--- config.mk ---
export PLATFORM = sky130hd
export DESIGN_NAME = stream_mux_rr
export DESIGN_NICKNAME = d
export VERILOG_FILES = /design/src/rtl/mux_pkg.sv /design/src/rtl/rr_arbiter.sv /design/src/rtl/stream_mux_rr.sv
export SDC_FILE = /design/constraint.sdc
export NUM_CORES = 1
export LEC_CHECK = 0
export BUFFER_PORTS_ARGS = -buffer_cell sky130_fd_sc_hd__buf_4
export CAP_MARGIN = 10
export CORE_MARGIN = 4
export CORE_UTILIZATION = 30
export CTS_CLUSTER_DIAMETER = 30
export DETAILED_ROUTE_END_ITERATION = 6
export MAX_ROUTING_LAYER = met4
export PLACE_DENSITY = 0.64
export SETUP_SLACK_MARGIN = 0.5
export SLEW_MARGIN = 20
export SYNTH_ARGS = -nofsm -noshare
export SYNTH_HDL_FRONTEND = slang
export SYNTH_SLANG_ARGS = --single-unit
--- constraint.sdc ---
create_clock -name clk -period 2.45 [get_ports clk]
set_input_delay 0.1225 -clock clk [delete_from_list [all_inputs] [get_ports clk]]
set_output_delay 0.1225 -clock clk [all_outputs]
set_load 0.005 [all_outputs]
--- src/rtl/mux_pkg.sv ---
// Shared definitions for the stream multiplexer: mode encodings
// and the wrapped channel-index increment used by the round-robin pointer.
package mux_pkg;

    localparam logic MODE_MANUAL = 1'b0;
    localparam logic MODE_RR     = 1'b1;

    // Next channel index after idx, wrapping to 0 past n-1.
    function automatic int inc_wrap(input int idx, input int n);
        return (idx >= n - 1) ? 0 : idx + 1;
    endfunction

endpackage

--- src/rtl/rr_arbiter.sv ---
// Rotate-priority search: the first valid channel at or after ptr wins.
// Ports: in_valid (per channel), ptr (start index) -> grant_valid, grant_idx.
module rr_arbiter #(
    parameter int NUM_CH = 4,
    parameter int SEL_W  = $clog2(NUM_CH)
) (
    input  logic [NUM_CH-1:0] in_valid,
    input  logic [SEL_W-1:0]  ptr,
    output logic              grant_valid,
    output logic [SEL_W-1:0]  grant_idx
);
    import mux_pkg::*;

    int idx;

    // Scan from the farthest offset down so the nearest valid
    // channel to ptr is the one left in the outputs.
    always_comb begin
        grant_valid = 1'b0;
        grant_idx   = '0;
        idx         = 0;
        for (int k = NUM_CH - 1; k >= 0; k--) begin
            idx = int'(ptr) + k;
            if (idx >= NUM_CH) idx = idx - NUM_CH;
            if (in_valid[idx]) begin
                grant_valid = 1'b1;
                grant_idx   = SEL_W'(idx);
            end
        end
    end

endmodule

--- src/rtl/stream_mux_rr.sv ---
// N-channel valid/ready stream mux with manual or round-robin select
// and a single-entry registered output (in_* -> out_data/out_ch/out_valid).
module stream_mux_rr #(
    parameter int NUM_CH = 4,
    parameter int WIDTH  = 4,
    parameter int SEL_W  = $clog2(NUM_CH)
) (
    input  logic                    clk,
    input  logic                    rst,
    input  logic                    mode,
    input  logic [SEL_W-1:0]        sel,
    input  logic [NUM_CH*WIDTH-1:0] in_data,
    input  logic [NUM_CH-1:0]       in_valid,
    output logic [NUM_CH-1:0]       in_ready,
    output logic [WIDTH-1:0]        out_data,
    output logic [SEL_W-1:0]        out_ch,
    output logic                    out_valid,
    input  logic                    out_ready
);
    import mux_pkg::*;

    logic [SEL_W-1:0] ptr;
    logic             rr_valid;
    logic [SEL_W-1:0] rr_idx;
    logic             man_valid;
    logic             grant_valid;
    logic [SEL_W-1:0] grant_idx;
    logic [WIDTH-1:0] grant_data;
    logic             can_load;
    logic             load;

    rr_arbiter #(
        .NUM_CH (NUM_CH),
        .SEL_W  (SEL_W)
    ) u_arb (
        .in_valid    (in_valid),
        .ptr         (ptr),
        .grant_valid (rr_valid),
        .grant_idx   (rr_idx)
    );

    // Matching sel against every legal index means an
    // out-of-range sel simply never matches.
    always_comb begin
        man_valid = 1'b0;
        for (int i = 0; i < NUM_CH; i++) begin
            if (sel == SEL_W'(i) && in_valid[i]) man_valid = 1'b1;
        end
    end

    always_comb begin
        grant_valid = 1'b0;
        grant_idx   = '0;
        if (mode == MODE_RR) begin
            grant_valid = rr_valid;
            grant_idx   = rr_idx;
        end else begin
            grant_valid = man_valid;
            grant_idx   = sel;
        end
    end

    always_comb begin
        grant_data = '0;
        for (int i = 0; i < NUM_CH; i++) begin
            if (grant_idx == SEL_W'(i)) grant_data = in_data[i*WIDTH +: WIDTH];
        end
    end

    assign can_load = !out_valid || out_ready;
    assign load     = !rst && can_load && grant_valid;

    always_comb begin
        in_ready = '0;
        for (int i = 0; i < NUM_CH; i++) begin
            if (load && grant_idx == SEL_W'(i)) in_ready[i] = 1'b1;
        end
    end

    always_ff @(posedge clk) begin
        if (rst) begin
            out_valid <= 1'b0;
            out_data  <= '0;
            out_ch    <= '0;
            ptr       <= '0;
        end else begin
            if (load) begin
                out_valid <= 1'b1;
                out_data  <= grant_data;
                out_ch    <= grant_idx;
                if (mode == MODE_RR) begin
                    ptr <= SEL_W'(inc_wrap(int'(grant_idx), NUM_CH));
                end
            end else if (out_valid && out_ready) begin
                out_valid <= 1'b0;
            end
        end
    end

endmodule
== Yosys cells after proc, flatten, opt, wreduce, memory -nomap -nowiden ==
Cells that the tools add are included.

* Flip-flop bits (word level): 9
* Output and inout port bits: 11

* $add $sub $neg: 8
* Magnitude comparators: 9
* Equality and inequality tests: 6
* Muxes and demuxes: 41
* Reductions and logical operators: 18

{| class="wikitable"
|+ Operators with widths
! operator !! count
|-
| < comparator 32 x 4 -> 1 bit, second input constant || 4
|-
| two-way mux 32 bit || 4
|-
| greater-or-equal comparator 32 x 4 -> 1 bit, second input constant || 3
|-
| subtractor 32 x 4 -> 32 bit, second input constant || 3
|-
| two-way mux 1 bit || 23
|-
| two-way mux 4 bit || 4
|-
| two-way mux 2 bit || 6
|-
| logical AND 1 bit || 11
|-
| binary-select mux 1 bit (select 2 bit) || 4
|-
| equality test 2 bit, second input constant || 4
|-
| adder 2 x 2 -> 3 bit, second input constant || 2
|-
| equality test 2 x 1 -> 1 bit, second input constant || 2
|-
| logical NOT 2 bit || 2
|-
| subtractor 2 x 3 -> 4 bit, second input constant || 1
|-
| adder 2 x 1 -> 3 bit, second input constant || 1
|-
| greater-or-equal comparator 2 x 3 -> 1 bit, second input constant || 1
|-
| adder 2 x 1 -> 2 bit, second input constant || 1
|-
| greater-or-equal comparator 2 bit, second input constant || 1
|-
| logical NOT 1 bit || 2
|-
| AND reduction 2 bit || 1
|-
| nonzero test 2 bit || 1
|-
| logical OR 1 bit || 1
|}

== Depth between registers and ports, before layout ==
* Depth after elaboration: 16
* Depth in mapped cells: 10
* Mapped depth without buffers: 9

== Modules after synthesis ==
Synthesis repeated with hierarchy kept, for this count alone.

* Cells, all modules: 86
* Area total of the unflattened synthesis: 729.4 um^2

{| class="wikitable"
|+ Modules (own cells, without submodules)
! module !! times used !! cells each !! area each (um^2)
|-
| stream_mux_rr || 1 || 73 || 651.9
|-
| rr_arbiter || 1 || 13 || 77.6
|}

== Worst setup path after synthesis ==
No wires, ideal clock.

* Path kind: register -> register
* From: reg ptr[1]
* To: reg out_data[2]
* Arrival: 1.772 ns
* Required time: 2.324 ns
* Setup slack: 0.552 ns
* Cell stages (with the launch flop): 10
* Buffers on the path: 1
* Clock period less this slack: 1.898 ns
* Path through: dfxtp_1 > mux2i_1 > nor2_1 > o41a_1 > ha_1 > clkbuf_1 > a21oi_1 > o21ai_0 > a22oi_1 > o21ai_0

* Longest elaborated chain between the ends: 16

{| class="wikitable"
|+ Ends and longest elaborated chain
! item !! RTL line !! source
|-
| start: declaration || stream_mux_rr.sv:22 || <nowiki>logic [SEL_W-1:0] ptr;</nowiki>
|-
| start signal: assignment || stream_mux_rr.sv:92 || <nowiki>ptr <= SEL_W'(inc_wrap(int'(grant_idx), NUM_CH));</nowiki>
|-
| adder 2 x 2 -> 3 bit || rr_arbiter.sv:23 || <nowiki>idx = int'(ptr) + k;</nowiki>
|-
| subtractor 32 x 4 -> 32 bit / greater-or-equal comparator 32 x 4 -> 1 bit (equally long branches) || rr_arbiter.sv:24 || <nowiki>if (idx >= NUM_CH) idx = idx - NUM_CH;</nowiki>
|-
| two-way mux 32 bit || rr_arbiter.sv:24 ||
|-
| binary-select mux 1 bit (select 2 bit) || rr_arbiter.sv:25 || <nowiki>if (in_valid[idx]) begin</nowiki>
|-
| two-way mux 1 bit (implied by the code) (2 in series) || rr_arbiter.sv:25 ||
|-
| two-way mux 2 bit (4 in series) || rr_arbiter.sv:25 ||
|-
| two-way mux 2 bit || stream_mux_rr.sv:54 || <nowiki>if (mode == MODE_RR) begin</nowiki>
|-
| logical NOT 2 bit || stream_mux_rr.sv:66 || <nowiki>if (grant_idx == SEL_W'(i)) grant_data = in_data[i*WIDTH +: WIDTH];</nowiki>
|-
| two-way mux 4 bit (4 in series) || stream_mux_rr.sv:66 ||
|-
| end signal: assignment || stream_mux_rr.sv:89 || <nowiki>out_data <= grant_data;</nowiki>
|-
| end: declaration || stream_mux_rr.sv:15 || <nowiki>output logic [WIDTH-1:0] out_data,</nowiki>
|}

Several ways; a longest one is shown, not always the timed one. The select of a mux whose other input is x is not followed.
A chain may end at the register's enable or synchronous reset.

== Worst setup path in the final report ==
* From: reg ptr[1]
* To: out in_ready[1]

* Longest elaborated chain between the ends: 14

{| class="wikitable"
|+ Ends and longest elaborated chain
! item !! RTL line !! source
|-
| adder 2 x 2 -> 3 bit || rr_arbiter.sv:23 ||
|-
| subtractor 32 x 4 -> 32 bit / greater-or-equal comparator 32 x 4 -> 1 bit (equally long branches) || rr_arbiter.sv:24 ||
|-
| two-way mux 32 bit || rr_arbiter.sv:24 ||
|-
| binary-select mux 1 bit (select 2 bit) || rr_arbiter.sv:25 ||
|-
| two-way mux 1 bit (implied by the code) (2 in series) || rr_arbiter.sv:25 ||
|-
| two-way mux 2 bit (3 in series) || rr_arbiter.sv:25 ||
|-
| two-way mux 2 bit * || rr_arbiter.sv:25 ||
|-
| two-way mux 2 bit * || stream_mux_rr.sv:54 ||
|-
| via grant_idx[0] || stream_mux_rr.sv:27 || <nowiki>logic [SEL_W-1:0] grant_idx;</nowiki>
|-
| equality test 2 x 1 -> 1 bit * || stream_mux_rr.sv:76 || <nowiki>if (load && grant_idx == SEL_W'(i)) in_ready[i] = 1'b1;</nowiki>
|-
| logical AND 1 bit * || stream_mux_rr.sv:76 ||
|-
| two-way mux 1 bit * || stream_mux_rr.sv:76 ||
|-
| end: declaration || stream_mux_rr.sv:14 || <nowiki>output logic [NUM_CH-1:0] in_ready,</nowiki>
|}

The timed path passes the listed nets; every way through them passes the cells marked *. The select of a mux whose other input is x is not followed.

==> metrics <==
status=finished, final reports clean; Critical Path, Cell by Cell=nand2b_4 > a21oi_2 > o41a_1 > inv_2 > ha_4 > and2_1 > buf_4; fin crit period=1.98 ns; Slew Limit Headroom=59.1%; CTS Buf Count=3; final wirelength=2250 µm; # hold bufs at CTS=0; gp weighted congestion=0.768; DIE AREA=0.00333 mm²; I/O Pins=37; Register Area=184 µm²; P per Cell Area=433 mW/mm²; Synth top area share=24.3%; Yosys cell types=26; VDD IR max=0.247 mV; slowest CP cell=o41a_1; Final Max Tran Viols=0; Fill cells=224; layout cell share with drive strength beyond 1=42.0%; largest net degree at the start of global routing=10; leading area contributor after synthesis=dfxtp_1; Ys Warns=0; CTS tree=yes; final HPWL from detailed placement=1750 µm; path depth of the worst reg2reg path=9; Async SR Flop Fraction=0%; port buffer count=36; sequential share of the synthesized area=24.3%; antenna cells=0; Post-route DRC=0; initial antenna violation count=0; Area Growth Syn to Fin=56.2%; Fin. Hold Viols=0; Global Route Usage Sum=13.4%; first-pass GRT wire length=3460 µm; DP Cell Count=156; Final setup viols=0; H-tree levels=1; drt initial violations=25; vias per cell=5.12; GRT overflow=0; clk buf depth=2; Synth Register Bits=9; clk_lat worst skew=0.26 ns; nets@finish=169; Critical Path Max Stage Delay=0.51 ns; R2R setup slack=0.53 ns; RSZ-0062 raised after global routing=yes; number of synthesized flops with an enable pin=0; chip height=57.7 µm; largest cells by area after synthesis=dfxtp_1 24%, a21oi_1 10%, o21ai_0 7.4%; Finished Layout Cells=166; CP Max Fanout=9; core box area=0.00228 mm²; FP Rows=17; multi-input logic area=564 µm²; clk sink count=9; crit share post-route=80.9%; top-count cell post-synth=a21oi_1; worst min path class=input port to flip-flop; WP data arrival=1.86 ns; most instantiated cells after synthesis=15 x a21oi_1, 11 x o21ai_0, 9 x dfxtp_1, 9 x inv_1, 7 x nand2_1; skew final=0.000851 ns; Worst setup SP type=flip-flop; Syn Area/Cell=7.73 µm²; Pre-antenna DRT Iters=4; Pleak=0.520 nW; via count=850; Synth Flop Type=dfxtp_1; # Max-Cap Violations=0; post-route ant nets=0; worst hold path cell count=2; clk slew on worst S/H paths=0.06 ns; WL/cell=13.6 µm; worst-margin pin slew=0.612 ns; CTS Root Cell=clkbuf_4; number of global-route vias before repair=799; syn nets=126; Peak Freq=0.505 GHz; CP required=2.33 ns; CP endpoint kind=primary output; crit path kind=flip-flop to primary output; Starting Density=32.6%; total power=0.502 mW; synthesized netlist cell count=96; die outline width=57.7 µm; synthesized area=742 µm²; setup TNS=0 ns
-- cell families (layout without fill, tap and decap cells) --
group,count (synthesis),in the layout,synth area share [%]
multiplexers,3,3,4.05
buffers and inverters,13,55,6.58
flip-flops,9,9,24.3
AO/OA/AOI/OAI,43,43,41.3
adder cells (fa/ha/maj),4,4,6.75
AND/OR/NAND/NOR,24,24,17.0
-- per-layer routing --
metal	share of wire, %	vias up	global-route usage, %
met5	0	-	-
met1	44	391	16.8
met4	1.4	0	6.62
li1	-	437	-
met3	3.4	4	1.34
met2	51	18	21.3
-- where the power goes --
| group | switching, mW | internal, mW | leakage, nW |
|---|---|---|---|
| clock network | 0.0521 | 0.0628 | 0.0150 |
| registers | 0.0109 | 0.162 | 0.0750 |
| logic | 0.102 | 0.112 | 0.430 |
-- cells in the final DEF (no fill, tap or decap), drive strengths merged, types with 3 or more instances in the layout --
cell type  instances
nand2              7
o211ai             4
clkbuf             4
a21oi             15
o21ai             11
a22oi              4
a311oi             3
nand2b             4
and2               4
mux2i              3
nor2               3
ha                 4
dfxtp              9
inv                9
buf               42
-- final timing paths --
check,start,end
max,ptr[1],in_ready[1]
max reg2reg,ptr[1],out_data[1]
min reg2reg,out_data[3],out_data[3]
min,rst,ptr[1]
-- cell type report --
class | count | area share [%]
Tap cell | 28 | 3.02
Multi-Input combinational cell | 74 | 48.7
Sequential cell | 9 | 15.9
Inverter | 9 | 2.92
Timing Repair Buffer | 42 | 27.2
Clock buffer | 4 | 2.27
-- flip-flops by register name (all words and copies together), names as in the netlist --
register	cells
out_data	4
ptr	2
out_valid	1
out_ch	2
-- metrics by stage --
step / cell area [µm²] / util [%] / hold WS (ns) / setup WS [ns]
2_1_floorplan: 742 / - / 0.192 / 0.552
3_3_place_gp: 1030 / 45.4 / 0.352 / 0.445
3_5_place_dp: 1030 / 45.4 / 0.352 / 0.393
4_1_cts: 1130 / 49.5 / 0.0760 / 0.472
5_1_grt: 1160 / 50.9 / 0.0718 / 0.374
6_report: 1160 / 50.9 / 0.0828 / 0.469
-- critical path, delay by kind of cell, from the launching register on --
family	cells	cell delay, ns
adders and majority gates	1	0.18
and+or+nand+nor	2	0.25
buffers and inverters	2	0.24
DFF	1	0.37
AOI/OAI and AO/OA	2	0.57
-- what timing repair did --
action | 4_1_cts | 5_1_grt
endpoints found under the setup margin | 9 | 9
resized for setup | 8 | 6
pin swaps | 4 | 1
setup buffers | 5 | 1
No activity file was read; power rests on OpenSTA's default activity.
